### src/rtl/ingress_rr_arbiter.sv
// Packet-atomic round-robin arbiter merging NUM_PORTS word streams into one parser port.
// Optional per-port completed-packet counters are built when ARB_STATS_EN is defined.
module ingress_rr_arbiter #(
  parameter int unsigned NUM_PORTS = 4,
  parameter int unsigned CNT_W     = 16
) (
  input  logic                          clk,
  input  logic                          reset,
  input  logic [NUM_PORTS*32-1:0]       dataIn,
  input  logic [NUM_PORTS-1:0]          dataIn_val,
  input  logic [NUM_PORTS-1:0]          dataIn_last,
  output logic [NUM_PORTS-1:0]          dataIn_ready,
  output logic [31:0]                   dataOut,
  output logic                          dataOut_val,
  output logic                          dataOut_last,
  input  logic                          dataOut_ready,
  output logic [NUM_PORTS-1:0]          grant,
  input  logic [$clog2(NUM_PORTS)-1:0]  stat_sel,
  output logic [CNT_W-1:0]              stat_count
);

  localparam int unsigned IDX_W = $clog2(NUM_PORTS);

  localparam logic [0:0] S_IDLE    = 1'b0;
  localparam logic [0:0] S_FORWARD = 1'b1;

  logic [0:0]       state, state_nxt;
  logic [IDX_W-1:0] grant_idx, grant_idx_nxt;
  logic [IDX_W-1:0] rr_ptr, rr_ptr_nxt;
  logic [IDX_W-1:0] pick_idx;
  logic [IDX_W-1:0] scan_idx;
  logic             pick_found;
  logic             xfer_last;

  function automatic logic [IDX_W-1:0] wrap_inc(input logic [IDX_W-1:0] idx);
    if (idx == IDX_W'(NUM_PORTS - 1)) return '0;
    return idx + IDX_W'(1);
  endfunction

  // First requesting port at or after rr_ptr, wrapping around.
  always_comb begin
    pick_idx   = rr_ptr;
    pick_found = 1'b0;
    scan_idx   = rr_ptr;
    for (int k = 0; k < NUM_PORTS; k++) begin
      if (!pick_found && dataIn_val[scan_idx]) begin
        pick_idx   = scan_idx;
        pick_found = 1'b1;
      end
      scan_idx = wrap_inc(scan_idx);
    end
  end

  // Combinational forwarding from the owning port; zeros whenever no valid word.
  always_comb begin
    dataOut      = '0;
    dataOut_val  = 1'b0;
    dataOut_last = 1'b0;
    dataIn_ready = '0;
    grant        = '0;
    if (state == S_FORWARD) begin
      for (int i = 0; i < NUM_PORTS; i++) begin
        if (grant_idx == IDX_W'(i)) begin
          grant[i]        = 1'b1;
          dataIn_ready[i] = dataOut_ready;
          if (dataIn_val[i]) begin
            dataOut_val  = 1'b1;
            dataOut_last = dataIn_last[i];
            dataOut      = dataIn[32*i +: 32];
          end
        end
      end
    end
  end

  assign xfer_last = dataOut_val & dataOut_ready & dataOut_last;

  always_comb begin
    state_nxt     = state;
    grant_idx_nxt = grant_idx;
    rr_ptr_nxt    = rr_ptr;
    case (state)
      S_IDLE: begin
        if (|dataIn_val) begin
          grant_idx_nxt = pick_idx;
          state_nxt     = S_FORWARD;
        end
      end
      S_FORWARD: begin
        if (xfer_last) begin
          rr_ptr_nxt = wrap_inc(grant_idx);
          state_nxt  = S_IDLE;
        end
      end
      default: state_nxt = S_IDLE;
    endcase
  end

  always_ff @(posedge clk or posedge reset) begin
    if (reset) begin
      state     <= S_IDLE;
      grant_idx <= '0;
      rr_ptr    <= '0;
    end else begin
      state     <= state_nxt;
      grant_idx <= grant_idx_nxt;
      rr_ptr    <= rr_ptr_nxt;
    end
  end

`ifdef ARB_STATS_EN
  logic [CNT_W-1:0] pkt_cnt [NUM_PORTS];

  // Saturating completed-packet counters, bumped on each last-word transfer.
  always_ff @(posedge clk or posedge reset) begin
    if (reset) begin
      for (int i = 0; i < NUM_PORTS; i++) pkt_cnt[i] <= '0;
    end else if (xfer_last && (pkt_cnt[grant_idx] != '1)) begin
      pkt_cnt[grant_idx] <= pkt_cnt[grant_idx] + CNT_W'(1);
    end
  end

  always_comb begin
    stat_count = '0;
    for (int i = 0; i < NUM_PORTS; i++) begin
      if (stat_sel == IDX_W'(i)) stat_count = pkt_cnt[i];
    end
  end
`else
  logic unused_stat_sel;
  assign unused_stat_sel = ^stat_sel;
  assign stat_count      = '0;
`endif

endmodule

### config.mk
export PLATFORM = sky130hd
export DESIGN_NAME = ingress_rr_arbiter
export DESIGN_NICKNAME = d
export VERILOG_FILES = /design/src/rtl/ingress_rr_arbiter.sv
export SDC_FILE = /design/constraint.sdc
export NUM_CORES = 1
export LEC_CHECK = 0
export CORE_MARGIN = 2
export CORE_UTILIZATION = 28
export DETAILED_ROUTE_END_ITERATION = 16
export GPL_TIMING_DRIVEN = 1
export PLACE_DENSITY = 0.84
export SLEW_MARGIN = 15
export SYNTH_ARGS = -nofsm -noshare
export SYNTH_HDL_FRONTEND = slang
export SYNTH_SLANG_ARGS = --single-unit
### constraint.sdc
create_clock -name clk -period 2.71 [get_ports clk]
set_input_delay 0.4065 -clock clk [delete_from_list [all_inputs] [get_ports clk]]
set_output_delay 0.4065 -clock clk [all_outputs]
set_load 0.02 [all_outputs]
# Yosys cells after proc, flatten, opt, wreduce, memory -nomap -nowiden
# Index checks and enable logic that the tools add are counted.
word_totals:
  regBits: 5
  inputBits: 141
  output_inout_bits: 58
classes:
  add_sub_neg: 4
  magnitude_cmp: 4
  eq_ne: 6
  n_mux: 67
  bitwise_logic: 3
  reduce_logical: 10
op_table:
  columns: ["operator", "count"]
  rows:
  - ["32-bit 2-to-1 mux", 9]
  - ["1-bit 2-to-1 mux", 40]
  - ["2-bit 2-to-1 mux", 11]
  - ["2-bit by 3-bit less-than comparator with 1-bit output, second input constant", 4]
  - ["2-bit equality test, second input constant", 5]
  - ["2-bit by 1-bit adder with 2-bit output, second input constant", 4]
  - ["1-bit binary-select mux with 2-bit select", 4]
  - ["4-bit 2-to-1 mux", 2]
  - ["2-bit AND reduction", 2]
  - ["4-bit OR reduction", 1]
  - ["1-bit logical AND", 3]
  - ["1-bit logical NOT", 3]
  - ["1-bit AND", 2]
  - ["2-bit by 1-bit equality test with 1-bit output, second input constant", 1]
  - ["2-bit logical NOT", 1]
  - ["1-bit one-hot mux with 2 select lines", 1]
  - ["1-bit inverter", 1]

# Logic depth before layout (Yosys ltp)
depth:
  ltp_word: 14
  mapped_depth: 8
  mapped_depth_nobuf: 7

# Worst setup path after synthesis
# Ideal clock, no wire load.
synth_timing:
  kind: "reg-to-output"
  from: "reg grant_idx[1]"
  to: "out dataOut[0]"
  arrival_time_ns: 1.724
  required_ns: 2.304
  slack_ns: 0.580
  path_stages_with_launch: 9
  cell_sequence: "dfrtp_1 -> inv_1 -> ha_1 -> and2_1 -> buf_2 -> nor2_4 -> buf_1 -> a221oi_1 -> nor2_1"
synth_via:
  elab_chain_len: 9
synth_rtl:
  columns: ["item", "line", "source"]
  rows:
  - ["from (decl)", "28", "logic [IDX_W-1:0] grant_idx, grant_idx_nxt;"]
  - ["from (signal assigned)", "106", "grant_idx <= grant_idx_nxt;"]
  - ["2-bit logical NOT", "63", "if (grant_idx == IDX_W'(i)) begin"]
  - ["32-bit 2-to-1 mux", "63", null]
  - ["32-bit 2-to-1 mux", "66", "if (dataIn_val[i]) begin"]
  - ["32-bit 2-to-1 mux", "63", null]
  - ["32-bit 2-to-1 mux", "66", null]
  - ["32-bit 2-to-1 mux", "63", null]
  - ["32-bit 2-to-1 mux", "66", null]
  - ["32-bit 2-to-1 mux (*)", "63", null]
  - ["32-bit 2-to-1 mux (*)", "61", "if (state == S_FORWARD) begin"]
  - ["to (decl)", "13", "output logic [31:0] dataOut,"]
# Every way passes the cells marked *; elsewhere a longest branch is shown, timed or not.

# Final worst setup path
layout_timing:
  from: "reg grant_idx[1]"
  to: "out dataOut[13]"
# Same word-level chain as after synthesis.

==> flow_summary.ini <==
[grt]
overflow = 0
grt_pass1_wl_um = 12500
grt_max_degree = 29
grt_usage = 0.239
grt_pass1_vias = 2492
antenna_found_initial = 0

[sta]
tns_ns = 0
worstMarginPinSlew_ns = 0.530
fmax_mhz = 398
slew_headroom = 0.642
hold_violations = 0
period_share = 0.926
finalSetupViolations = 0
fin_crit_ns = 2.51
slew_viol_final = 0
finClkSkew_ns = 0.000304
rsz0062_at_grt = no

[clocking]
max-clock-path-buffers = 2
cts_setup_buffers = 0
clock_sinks = 5
cts_tree = done
cts.reportedPaths.clkPinSlew_ns = 0.04
clk_latency_ns = 0.23
ctsHoldBuffers = 0
htreeDepth = 1
cts_root_buf = clkbuf_8
cts_buffers = 3

[power]
p_per_area_nw_per_um2 = 874
p_leak_nw = 1.64
fin_total_pwr_w = 0.00318
p_sw_w = 0.00168
combPwrFrac = 0.906
power_frac_seq = 0.048
p_int_w = 0.00150
clkPwrFrac = 0.046
switching_share = 0.527
vdd_ir_drop_max_v = 0.000719

[layout]
area_growth_pct = 116
nets = 553
final_cell_area_um2 = 3640
final_cells = 481
drive_gt1_frac = 0.0887
final_common_cell = clkdlybuf4s50_1
diodes = 0
layout_common_cells = 146 x clkdlybuf4s50_1, 42 x nor2_1, 33 x a221oi_1, 33 x o221ai_1, 25 x dlygate4sd2_1

[die]
die_h_um = 81.6
die_w_um = 81.6
initial_utilization = 0.287
core_um2 = 5890
die_area_um2 = 6660
core.rowCount = 28
design.portCount = 199

[detailed_routing]
drtIter0Drc = 104
vias = 2648
drcViolationCount = 0
avgViaCountPerCell = 5.51
post_drt_wl_per_cell_um = 18.3
first_pass_iters = 4
antenna_left = 0
routed_wl_um = 8780

[place]
dpl_cell_area_um2 = 3590
place_hpwl_um = 6860
gp_congestion = 0.886
dp.cells = 477
port_buffers = 180

[setup_path]
ff2ff_setup_slack_ns = 0.29
r2r_cells = 9
cp_max_fo = 25
worstSetupPathType = reg -> out
worstPathArrival_ns = 2.10
required_ns = 2.30
cp-start-kind = register
worst_r2r_endpoint = rr_ptr[0]
reg2reg_from = grant_idx[1]
endpoint_kind = output pin

[synthesis]
ys_warn_count = 0
yosysSeqAreaShare = 0.0742
netlist_area_um2 = 1690
avgSynthCellArea_um2 = 7.37
syn_inst = 229
synth-seq-cells = 5
yosysUniqueCellTypes = 44

[outcome]
status = completed

[hold_path]
min_path_type = in -> async

[flow_run]
maxCapViolCount = 0
[metal layers]
metal | wire, um | track usage | up-vias
met3 | 924 | 0.0538 | 6
met1 | 3330 | 0.295 | 1259
met4 | 61 | 0.0417 | 0
met2 | 4460 | 0.427 | 133
met5 | 0 | 0 | -
li1 | - | - | 1250
[cell families (layout without fill, tap and decap cells)]
group,count (synthesis),count (layout),share of synthesized area
compound gates,87,87,0.450
xor+xnor,1,1,0.00519
fa+ha+maj,5,5,0.0371
buf+inv,51,213,0.159
flops,5,5,0.0742
mux,6,6,0.0571
other cells,1,16,0.00222
simple gates,73,73,0.214
[metrics by stage]
step | worst slack, ns | utilization | hold slack (ns)
finish | 0.200 | 0.619 | 0.372
floorplan | 0.580 | - | 0.185
detailed placement | -0.0590 | 0.609 | 0.562
global placement | -0.0599 | 0.609 | 0.553
CTS | 0.00264 | 0.613 | 0.373
global route | 0.0359 | 0.619 | 0.399
[power by group through the flow]
| stage | sequential (W) | clock (W) | combinational, W |
|---|---|---|---|
| 6_report | 0.000152 | 0.000148 | 0.00288 |
| 5_1_grt | 0.000158 | 0.000157 | 0.00310 |
| 4_1_cts | 0.000150 | 0.000152 | 0.00290 |
| 3_5_place_dp | 0.000150 | 0 | 0.00304 |
| 3_3_place_gp | 0.000151 | 0 | 0.00297 |
| 2_1_floorplan | 0.000143 | 0 | 0.00175 |
[synth_stat cells]
library cell,count,area share
or3b_4,1,0.0067
dfrtp_1,5,0.074
xor2_1,1,0.0052
or3b_2,1,0.0052
buf_1,2,0.0045
ha_1,5,0.037
o21a_1,1,0.0045
nor2_4,1,0.0067
and3_1,5,0.019
o41ai_2,1,0.0096
o311a_1,1,0.0059
nand2_1,7,0.016
a221o_1,1,0.0059
nor3_1,1,0.0030
and2b_1,1,0.0045
and2_1,6,0.022
o221ai_1,33,0.17
mux2_1,3,0.020
buf_6,1,0.0067
a211oi_1,1,0.0045
or3b_1,1,0.0052
o211ai_1,1,0.0045
mux4_1,2,0.031
nand3b_1,4,0.018
nor4_1,1,0.0037
nor4b_2,1,0.0089
a31oi_1,3,0.011
o21ai_0,3,0.0089
o211a_1,1,0.0059
mux2i_1,1,0.0059
a21oi_1,2,0.0059
clkinv_1,1,0.0022
a32o_1,1,0.0059
nor2_1,42,0.093
conb_1,1,0.0022
buf_4,17,0.076
inv_1,6,0.013
a22o_1,1,0.0052
nand3_1,1,0.0030
a2111oi_4,1,0.016
buf_2,5,0.015
o21ai_1,1,0.0030
clkbuf_1,19,0.042
a221oi_1,35,0.18
[sequential cells by signal (all words and copies together) (netlist names)]
| signal | cells |
|---|---|
| grant_idx | 2 |
| rr_ptr | 2 |
| state | 1 |
[critical path, stage by stage, from the launching register on]
cell and delay [ns]:
dfrtp_1 0.41, inv_1 0.09, ha_1 0.22, and2_2 0.24, nor2_4 0.06, buf_12 0.16, a221oi_1 0.29, nor2_1 0.06
dlygate4sd2_1 0.33
[how the worst max path moves through the flow]
stage                             start            to  cells after the start
after detailed placement  dataIn_val[3]    dataOut[5]                      7
after global routing      dataIn_val[3]  dataOut_last                      7
final                      grant_idx[1]   dataOut[13]                      8
after global placement    dataIn_val[1]   dataOut[19]                      7
after CTS                  grant_idx[1]   dataOut[18]                      8
after floorplan            grant_idx[1]    dataOut[0]                      8
[timing repair]
action / in CTS / in global routing
cloned: 0 / 0
gates resized for setup: 27 / 12
setup endpoints to repair: 34 / 11
endpoints found under the hold margin: 0 / 0
pin swaps: 0 / 0
[layout make-up]
class,count,area [um^2]
Fill cell,537,2240
Timing Repair Buffer,202,1980
Multi-Input combinational cell,188,1370
Sequential cell,5,125
Tap cell,75,93.8
Clock buffer,4,45.0
Inverter,7,26.3
Power figures use the tool's default switching activity.
